**src/rtl/seq_divmod.sv**
```systemverilog
// seq_divmod: multi-cycle restoring divider producing quotient and remainder.
// One quotient bit per clock, start/done handshake, divide-by-zero flag and
// optional two's-complement (truncating) mode.
module seq_divmod #(
    parameter int DATAWIDTH = 64,
    parameter bit SIGNED    = 1'b0
) (
    input  logic                 clk,
    input  logic                 rst,
    input  logic                 start,
    input  logic [DATAWIDTH-1:0] a,
    input  logic [DATAWIDTH-1:0] b,
    output logic                 busy,
    output logic                 done,
    output logic [DATAWIDTH-1:0] q,
    output logic [DATAWIDTH-1:0] r,
    output logic                 div_zero
);

    localparam int W  = DATAWIDTH;
    localparam int CW = (W > 2) ? $clog2(W) : 1;

    typedef enum logic [1:0] {
        IDLE,
        CALC,
        DONE
    } state_t;

    state_t          state_q, state_d;
    logic [CW-1:0]   cnt_q, cnt_d;
    logic [W:0]      rem_q, rem_d;     // partial remainder, one extra bit for the borrow
    logic [W-1:0]    dvd_q, dvd_d;     // dividend shifts out the top, quotient bits shift in
    logic [W-1:0]    dvs_q, dvs_d;     // divisor magnitude
    logic            negq_q, negq_d;
    logic            negr_q, negr_d;
    logic [W-1:0]    q_q, q_d;
    logic [W-1:0]    r_q, r_d;
    logic            dz_q, dz_d;

    logic            a_neg, b_neg;
    logic [W-1:0]    a_mag, b_mag;
    logic [W+1:0]    rem_sh;
    logic [W+1:0]    trial;
    logic            borrow;
    logic [W:0]      rem_nx;
    logic [W-1:0]    quo_nx;
    logic [W-1:0]    q_fix, r_fix;
    logic            accept;

    // Operand magnitudes and one restoring-division step.
    always_comb begin
        a_neg  = SIGNED && a[W-1];
        b_neg  = SIGNED && b[W-1];
        a_mag  = a_neg ? ('0 - a) : a;
        b_mag  = b_neg ? ('0 - b) : b;
        rem_sh = {rem_q, dvd_q[W-1]};
        trial  = rem_sh - {2'b00, dvs_q};
        borrow = trial[W+1];
        rem_nx = borrow ? rem_sh[W:0] : trial[W:0];
        quo_nx = {dvd_q[W-2:0], ~borrow};
        q_fix  = negq_q ? ('0 - quo_nx) : quo_nx;
        r_fix  = negr_q ? ('0 - rem_nx[W-1:0]) : rem_nx[W-1:0];
    end

    // Next-state and datapath control.
    always_comb begin
        state_d = state_q;
        cnt_d   = cnt_q;
        rem_d   = rem_q;
        dvd_d   = dvd_q;
        dvs_d   = dvs_q;
        negq_d  = negq_q;
        negr_d  = negr_q;
        q_d     = q_q;
        r_d     = r_q;
        dz_d    = dz_q;
        accept  = 1'b0;

        unique case (state_q)
            IDLE: accept = start;
            CALC: begin
                rem_d = rem_nx;
                dvd_d = quo_nx;
                cnt_d = cnt_q - 1'b1;
                if (cnt_q == '0) begin
                    state_d = DONE;
                    q_d     = q_fix;
                    r_d     = r_fix;
                    dz_d    = 1'b0;
                end
            end
            DONE: begin
                state_d = IDLE;
                // The edge leaving DONE can already accept the next request,
                // so back-to-back operations lose no cycle.
                accept  = start;
            end
            default: state_d = IDLE;
        endcase

        if (accept) begin
            if (b == '0) begin
                state_d = DONE;
                q_d     = '1;
                r_d     = a;
                dz_d    = 1'b1;
            end else begin
                state_d = CALC;
                cnt_d   = CW'(W - 1);
                rem_d   = '0;
                dvd_d   = a_mag;
                dvs_d   = b_mag;
                negq_d  = a_neg ^ b_neg;
                negr_d  = a_neg;
            end
        end
    end

    // State and datapath registers; reset aborts any operation in flight.
    always_ff @(posedge clk or negedge rst) begin
        if (!rst) begin
            state_q <= IDLE;
            cnt_q   <= '0;
            rem_q   <= '0;
            dvd_q   <= '0;
            dvs_q   <= '0;
            negq_q  <= 1'b0;
            negr_q  <= 1'b0;
            q_q     <= '0;
            r_q     <= '0;
            dz_q    <= 1'b0;
        end else begin
            state_q <= state_d;
            cnt_q   <= cnt_d;
            rem_q   <= rem_d;
            dvd_q   <= dvd_d;
            dvs_q   <= dvs_d;
            negq_q  <= negq_d;
            negr_q  <= negr_d;
            q_q     <= q_d;
            r_q     <= r_d;
            dz_q    <= dz_d;
        end
    end

    // Status outputs decoded from the registered state.
    always_comb begin
        busy     = (state_q != IDLE);
        done     = (state_q == DONE);
        q        = q_q;
        r        = r_q;
        div_zero = dz_q;
    end

endmodule

```
**config.mk**
```make
export PLATFORM = sky130hd
export DESIGN_NAME = seq_divmod
export DESIGN_NICKNAME = d
export VERILOG_FILES = /design/src/rtl/seq_divmod.sv
export SDC_FILE = /design/constraint.sdc
export NUM_CORES = 1
export LEC_CHECK = 0
export CAP_MARGIN = 20
export CORE_UTILIZATION = 29
export CTS_CLUSTER_DIAMETER = 150
export CTS_CLUSTER_SIZE = 25
export DETAILED_ROUTE_END_ITERATION = 6
export SLEW_MARGIN = 20
export SYNTH_ARGS = -nofsm -noshare
export SYNTH_HDL_FRONTEND = slang
export SYNTH_SLANG_ARGS = --single-unit
```
**constraint.sdc**
```tcl
create_clock -name clk -period 6.2 [get_ports clk]
set_input_delay 1.24 -clock clk [delete_from_list [all_inputs] [get_ports clk]]
set_output_delay 1.24 -clock clk [all_outputs]
set_load 0.01 [all_outputs]
```
==> results of run 1 <==
==> per-layer routing <==
| layer | GRT usage [%] | part of all wire (%) | wire [um] |
|---|---|---|---|
| met5 | 0 | 0 | 0 |
| met4 | 6.328 | 2.9 | 2071 |
| met3 | 3.198 | 6.7 | 4739 |
| met2 | 30.65 | 43 | 30460 |
| met1 | 29.97 | 47 | 33160 |
==> state kept, by name, summed over array words and instances, names as in the netlist <==
name,flops
rem_q,65
dvd_q,64
dvs_q,64
q,64
r,64
cnt_q,6
state_q,2
div_zero,1
==> placed cells by master, fill, tap and decap left out, types with 9 or more instances in the layout <==
cell type | Yosys | final
or3_1 | 29 | 29
and3_1 | 23 | 23
nand3_1 | 83 | 82
a221oi_1 | 44 | 44
a211oi_1 | 36 | 36
mux2i_1 | 26 | 26
a21oi_1 | 152 | 152
nor2_1 | 145 | 144
nand4_1 | 21 | 21
a31oi_1 | 100 | 100
nor4_1 | 35 | 34
o211ai_1 | 19 | 19
xor2_1 | 21 | 21
a22oi_1 | 11 | 11
o21ai_0 | 219 | 219
inv_1 | 83 | 83
nand2b_1 | 11 | 10
nor3_1 | 28 | 28
and2_1 | 9 | 9
o21bai_1 | 10 | 10
buf_4 | 1 | 21
dfrtp_1 | 330 | 330
nand2_1 | 431 | 431
ha_1 | 66 | 66
a21o_1 | 32 | 32
xnor2_1 | 44 | 44
clkbuf_16 | 0 | 17
clkdlybuf4s50_1 | 0 | 260
==> final timing paths <==
path                       startpoint       end  depth (start not counted)
hold / removal               div_zero  div_zero                          2
hold reg to reg              div_zero  div_zero                          2
min in group asynchronous         rst     q[50]                          1
setup reg to reg            rem_q[21]     r[27]                         12
setup / recovery            rem_q[21]     r[27]                         12
max in group asynchronous         rst      q[7]                          2
==> cells in the mapped netlist (11+ instances only) <==
master / number
xnor2_1: 44
xor2_1: 21
nor4_1: 35
o21ai_0: 219
buf_2: 18
a21o_1: 32
a31oi_1: 100
nand4_1: 21
a221oi_1: 44
a211oi_1: 36
o211ai_1: 19
or3_1: 29
clkbuf_1: 136
nand2_1: 431
a22oi_1: 11
nor3_1: 28
inv_1: 83
nand2b_1: 11
dfrtp_1: 330
a21oi_1: 152
ha_1: 66
nand3_1: 83
mux2i_1: 26
nor2_1: 145
and3_1: 23
==> where the power goes <==
group | internal, uW | total, uW | switching, uW | leakage [uW]
clock network | 505 | 1260 | 750 | 0.000219
registers | 2590 | 3080 | 490 | 0.00362
logic | 1860 | 5000 | 3140 | 0.00589
==> cells by family after synthesis <==
kind of cell               count (synthesis)  share of synthesized area (%)
and+or+nand+nor                          841                          19.55
xor gates and xnor gates                  65                          2.981
AOI/OAI and AO/OA                        706                          23.16
buffers and inverters                    252                          5.227
muxes                                     27                          1.421
adders and majority gates                 67                          4.428
DFF                                      330                          43.23
==> critical path, cell delays in order (launching register included) <==
cell and delay (ns):
dfrtp_1 0.49, ha_1 0.43, a21oi_1 0.30, nor2b_1 0.09
o21a_1 0.17, nor3_1 0.41, o221a_2 0.37, a21oi_2 0.11
o211ai_2 0.52, nand3_1 0.32, buf_4 0.33, a211oi_1 0.66
o21ai_0 0.19
==> area by class of cell <==
| class | count | share of cell area [%] |
|---|---|---|
| inverters | 85 | 1.393 |
| multi-input cells | 1706 | 43.25 |
| diodes | 3 | 0.03279 |
| flip-flops and latches | 330 | 36.06 |
| clock inverters | 1 | 0.08743 |
| clock buffers | 17 | 1.858 |
| well taps | 855 | 4.672 |
| repair buffers | 288 | 12.64 |
==> stage by stage <==
step                      utilization [%]  worst slack [ns]  cell area (um2)
final                               35.33             1.653            22900
after global routing                35.33             1.490            22900
after CTS                           35.32             1.795            22890
after detailed placement            34.63             1.413            22450
after global placement              34.62             1.314            22440
after floorplan                         -             2.829            19100
==> flow_metrics.env, run 1 <==
export IMPL_ys_seq_area_share_pct=43.23
export IMPL_syn_area_per_cell_um2=8.348
export IMPL_dieArea_um2=66890
export IMPL_insertion_delay_ns=0.56
export IMPL_fillers=6583
export IMPL_setup_tns_final_ns=0
export IMPL_antenna_found_initial=5
export IMPL_post_cts_buffers=0
export IMPL_overflow=0
export IMPL_dpl_cell_count=3264
export IMPL_crit_type="reg -> reg"
export IMPL_drt_wl_total_mm=70.42
export IMPL_rows=93
export IMPL_synth_area_um2=19100
export IMPL_slew_headroom_pct=21.56
export IMPL_peakVddDrop_v=0.0001719
export IMPL_whs_ns=0.4997
export IMPL_synth_edff_count=0
export IMPL_yosys_area_top_type="dfrtp_1"
export IMPL_required_ns=6.59
export IMPL_arrival_ns=4.93
export IMPL_hpwlAfterDp_mm=51.85
export IMPL_multi_input_area_um2=9903
export IMPL_clockRootBuffer="clkbuf_16"
export IMPL_hp_class="reg -> reg"
export IMPL_initial_utilization_pct=29.47
export IMPL_end_kind="flop"
export IMPL_cts_repair_resized=0
export IMPL_ys_async_sr_fraction_pct=100.0
export IMPL_synth_warnings=0
export IMPL_fin_worst_skew_ns=0.05359
export IMPL_rrSetupSlack_ns=1.65
export IMPL_synth_nets=2486
export IMPL_num_vias=17954
export IMPL_first_iter_violations=1770
export IMPL_syn_inst=2288
export IMPL_rsz0062_at_grt="false"
export IMPL_ios=262
export IMPL_synthTopCellsByArea="dfrtp_1 43%, nand2_1 8.5%, o21ai_0 5.7%"
export IMPL_finalMaxSlewViolations=0
export IMPL_die_w_um=258.6
export IMPL_drc=0
export IMPL_die_h_um=258.6
export IMPL_firstDrtPassIters=6
export IMPL_clkTransAtPathRegs_ns=0.12
export IMPL_yosysUniqueCellTypes=82
export IMPL_grt_max_degree=165
export IMPL_place_congestion=0.9190
export IMPL_grt_usage_pct=20.45
export IMPL_regArea_um2=8258
export IMPL_area_growth_pct=19.88
export IMPL_wl_per_cell_um=21.44
export IMPL_clock_path_buffers=3
export IMPL_cts_hold_buf=0
export IMPL_cts_htree_levels=1
export IMPL_finalCriticalPeriod_ns=4.547
export IMPL_worst_pin_slew_ns=1.147
export IMPL_setup_violations=0
export IMPL_leakage_uw=0.009724
export IMPL_cap_violations=0
export IMPL_finalNonFillerCells=3285
export IMPL_vias_per_cell=5.465
export IMPL_core_um2=64810
export IMPL_crit_fanout=27
export IMPL_clock_fmax_ghz=0.2199
export IMPL_hold_violations=0
export IMPL_critPathLaunchType="flop"
export IMPL_synth_seq_cells=330
export IMPL_layout_nets=2626
export IMPL_total_power_uw=9334
export IMPL_synth_top_area_share_pct=43.23
export IMPL_antenna_left=0
export IMPL_cellPowerDensity_nw_per_um2=407.6
export IMPL_fin_crit_sh_pct=73.34
export IMPL_drive_above_1_share_pct=3.337
export IMPL_clock_sinks=330
export IMPL_grt_pass1_vias=17109
export IMPL_cts_buffers_inserted=17
export IMPL_status="finished, final reports clean"
export IMPL_yosys_most_used_dff="dfrtp_1"
export IMPL_cts_tree="done"
export IMPL_place_port_buffers=261
export IMPL_grt_pass1_wl_mm=106.9
Power figures use the tool's default switching activity.
==> run 2, diff against run 1 <==
==> constraint.sdc (replaced) <==
create_clock -name clk -period 4.3 [get_ports clk]
set_input_delay 0.86 -clock clk [delete_from_list [all_inputs] [get_ports clk]]
set_output_delay 0.86 -clock clk [all_outputs]
set_load 0.01 [all_outputs]
==> flow_metrics.env, run 2 (synthesis results as in run 1) <==
export IMPL_required_ns=4.69
export IMPL_vias_per_cell=5.479
export IMPL_drc=0
export IMPL_layout_nets=2681
export IMPL_switching_share_pct=46.61
export IMPL_arrival_ns=4.43
export IMPL_grt_usage_pct=20.53
export IMPL_crit_chain="ha_1, o211ai_1, a21oi_1, o2111ai_1, a211o_1, a211o_1, a2111oi_0, buf_4, o21ai_0, xnor2_1, mux2i_1, a21oi_1"
export IMPL_cts_htree_levels=1
export IMPL_firstDrtPassIters=5
export IMPL_hold_violations=0
export IMPL_cellPowerDensity_nw_per_um2=582.4
export IMPL_place_port_buffers=261
export IMPL_fin_worst_skew_ns=0.03324
export IMPL_antenna_found_initial=7
export IMPL_peakVddDrop_v=0.0003084
export IMPL_r2r_cells=12
export IMPL_layout_commonest_cell="nand2_1"
export IMPL_clockPowerShare_pct=13.2
export IMPL_largest_reg_flops=65
export IMPL_hpwlAfterDp_mm=53.72
export IMPL_ios=262
export IMPL_met1_usage_pct=30.48
export IMPL_cts_tree="done"
export IMPL_worst_pin_slew_ns=1.022
export IMPL_clockRootBuffer="clkbuf_16"
export IMPL_antenna_left=0
export IMPL_insertion_delay_ns=0.55
export IMPL_clock_path_buffers=3
export IMPL_crit_type="reg -> reg"
export IMPL_regArea_um2=8258
export IMPL_fin_crit_sh_pct=94.07
export IMPL_rows=93
export IMPL_end_kind="flop"
export IMPL_p_seq_share_pct=32.7
export IMPL_total_power_uw=13680
export IMPL_rsz0062_at_grt="false"
export IMPL_clkTransAtPathRegs_ns=0.11
export IMPL_cts_buffers_inserted=17
export IMPL_core_um2=64810
export IMPL_grtUsageMet2_pct=31.36
export IMPL_busiest_layer="met2"
export IMPL_drt_wl_total_mm=71.06
export IMPL_slew_headroom_pct=31.60
export IMPL_whs_ns=0.2726
export IMPL_finalMaxSlewViolations=0
export IMPL_dieArea_um2=66890
export IMPL_status="finished, final reports clean"
export IMPL_setup_tns_final_ns=0
export IMPL_finalCriticalPeriod_ns=4.045
export IMPL_p_int_uw=7303
export IMPL_pre_cts_ws_ns=0.1599
export IMPL_die_w_um=258.6
export IMPL_cts_hold_buf=0
export IMPL_place_congestion=0.9369
export IMPL_layout_setup_ws_ns=0.2550
export IMPL_num_vias=18300
export IMPL_dpl_cell_area_um2=23020
export IMPL_leakage_uw=0.01005
export IMPL_max_stage_delay_ns=0.65
export IMPL_clock_sinks=330
export IMPL_crit_slowest_cell="a2111oi_0"
export IMPL_p_comb_share_pct=54.1
export IMPL_grt_pass1_vias=17128
export IMPL_overflow=0
export IMPL_final_cell_mix="431 x nand2_1, 330 x dfrtp_1, 260 x clkdlybuf4s50_1"
export IMPL_initial_utilization_pct=29.47
export IMPL_switchingPower_uw=6375
export IMPL_area_growth_pct=22.95
export IMPL_regMostFlops="rem_q"
export IMPL_multi_input_area_um2=9899
export IMPL_cap_violations=0
export IMPL_critPathLaunchType="flop"
export IMPL_grt_max_degree=135
export IMPL_finish_instance_area_um2=23480
export IMPL_first_iter_violations=2125
export IMPL_wl_per_cell_um=21.27
export IMPL_clock_fmax_ghz=0.2472
export IMPL_fillers=6594
export IMPL_crit_fanout=5
export IMPL_grtUsageMet3_pct=2.788
export IMPL_drive_above_1_share_pct=5.598
export IMPL_hp_class="in -> async"
export IMPL_grt_pass1_wl_mm=107.4
export IMPL_die_h_um=258.6
export IMPL_setup_violations=0
[run 2: cell count changes in the layout (fill, tap and decap cells not counted), sizes merged]
cell and delta:
buf +55, diode -1, clkinvlp +1
[run 2: worst paths after layout]
check                          from   endpoint  slack, ns
hold reg to reg               q[31]      q[31]       0.50
max in group asynchronous       rst       r[9]       3.03
hold / removal                  rst      q[50]       0.27
min in group clk              q[31]      q[31]       0.50
setup reg to reg           rem_q[3]  rem_q[53]       0.26
setup / recovery           rem_q[3]  rem_q[53]       0.26
[run 2: per-stage QoR]
stage,util (%),instances
global route,36.23,3340
global placement,35.51,3319
floorplan,-,2288
CTS,36.21,3338
detailed placement,35.51,3319
finish,36.23,3340
[run 2: power groups by stage]
stage	Clock, uW	Sequential (uW)	Combinational [uW]
2_1_floorplan	0	4180	5140
3_5_place_dp	0	4490	7230
4_1_cts	1870	4430	7260
3_3_place_gp	0	4470	7140
6_report	1800	4470	7400
5_1_grt	1960	4530	8050
[run 2: final cells by class]
cell class                 instances  share of cell area [%]
clock inverter                     2                  0.1012
multi-input combinational       1706                   42.15
clock buffer                      17                   1.811
inverter                          85                   1.359
timing repair buffer             343                   14.83
sequential                       330                   35.16
antenna                            2                 0.02131
tap                              855                   4.555
[run 2: worst max-delay path, delay by kind of cell, from the launching register on]
kind                       cells  cell delay [ns]
AOI/OAI and AO/OA              8             2.30
DFF                            1             0.45
adders and majority gates      1             0.37
muxes                          1             0.36
buffers and inverters          1             0.22
xor gates and xnor gates       1             0.18
[run 2: layer usage]
metal  share of wire (%)  routed length, um
met5               0.079                 56
met4                 2.1               1509
met3                 6.6               4714
met2                  44              31380
met1                  47              33400
[run 2: what timing repair did]
item,in CTS,in global routing
resized for setup,0,2
setup buffers,0,0
setup endpoints to repair,0,5
==> run 3, diff against run 2 <==
--- a/config.mk
+++ b/config.mk
@@ -5,6 +5,7 @@
 export SDC_FILE = /design/constraint.sdc
 export NUM_CORES = 1
 export LEC_CHECK = 0
+export ABC_CLOCK_PERIOD_IN_PS = 4300
 export CAP_MARGIN = 20
 export CORE_UTILIZATION = 29
 export CTS_CLUSTER_DIAMETER = 150
==> results of run 3 <==
Final layout, timing and power as in run 2 (identical DEF).
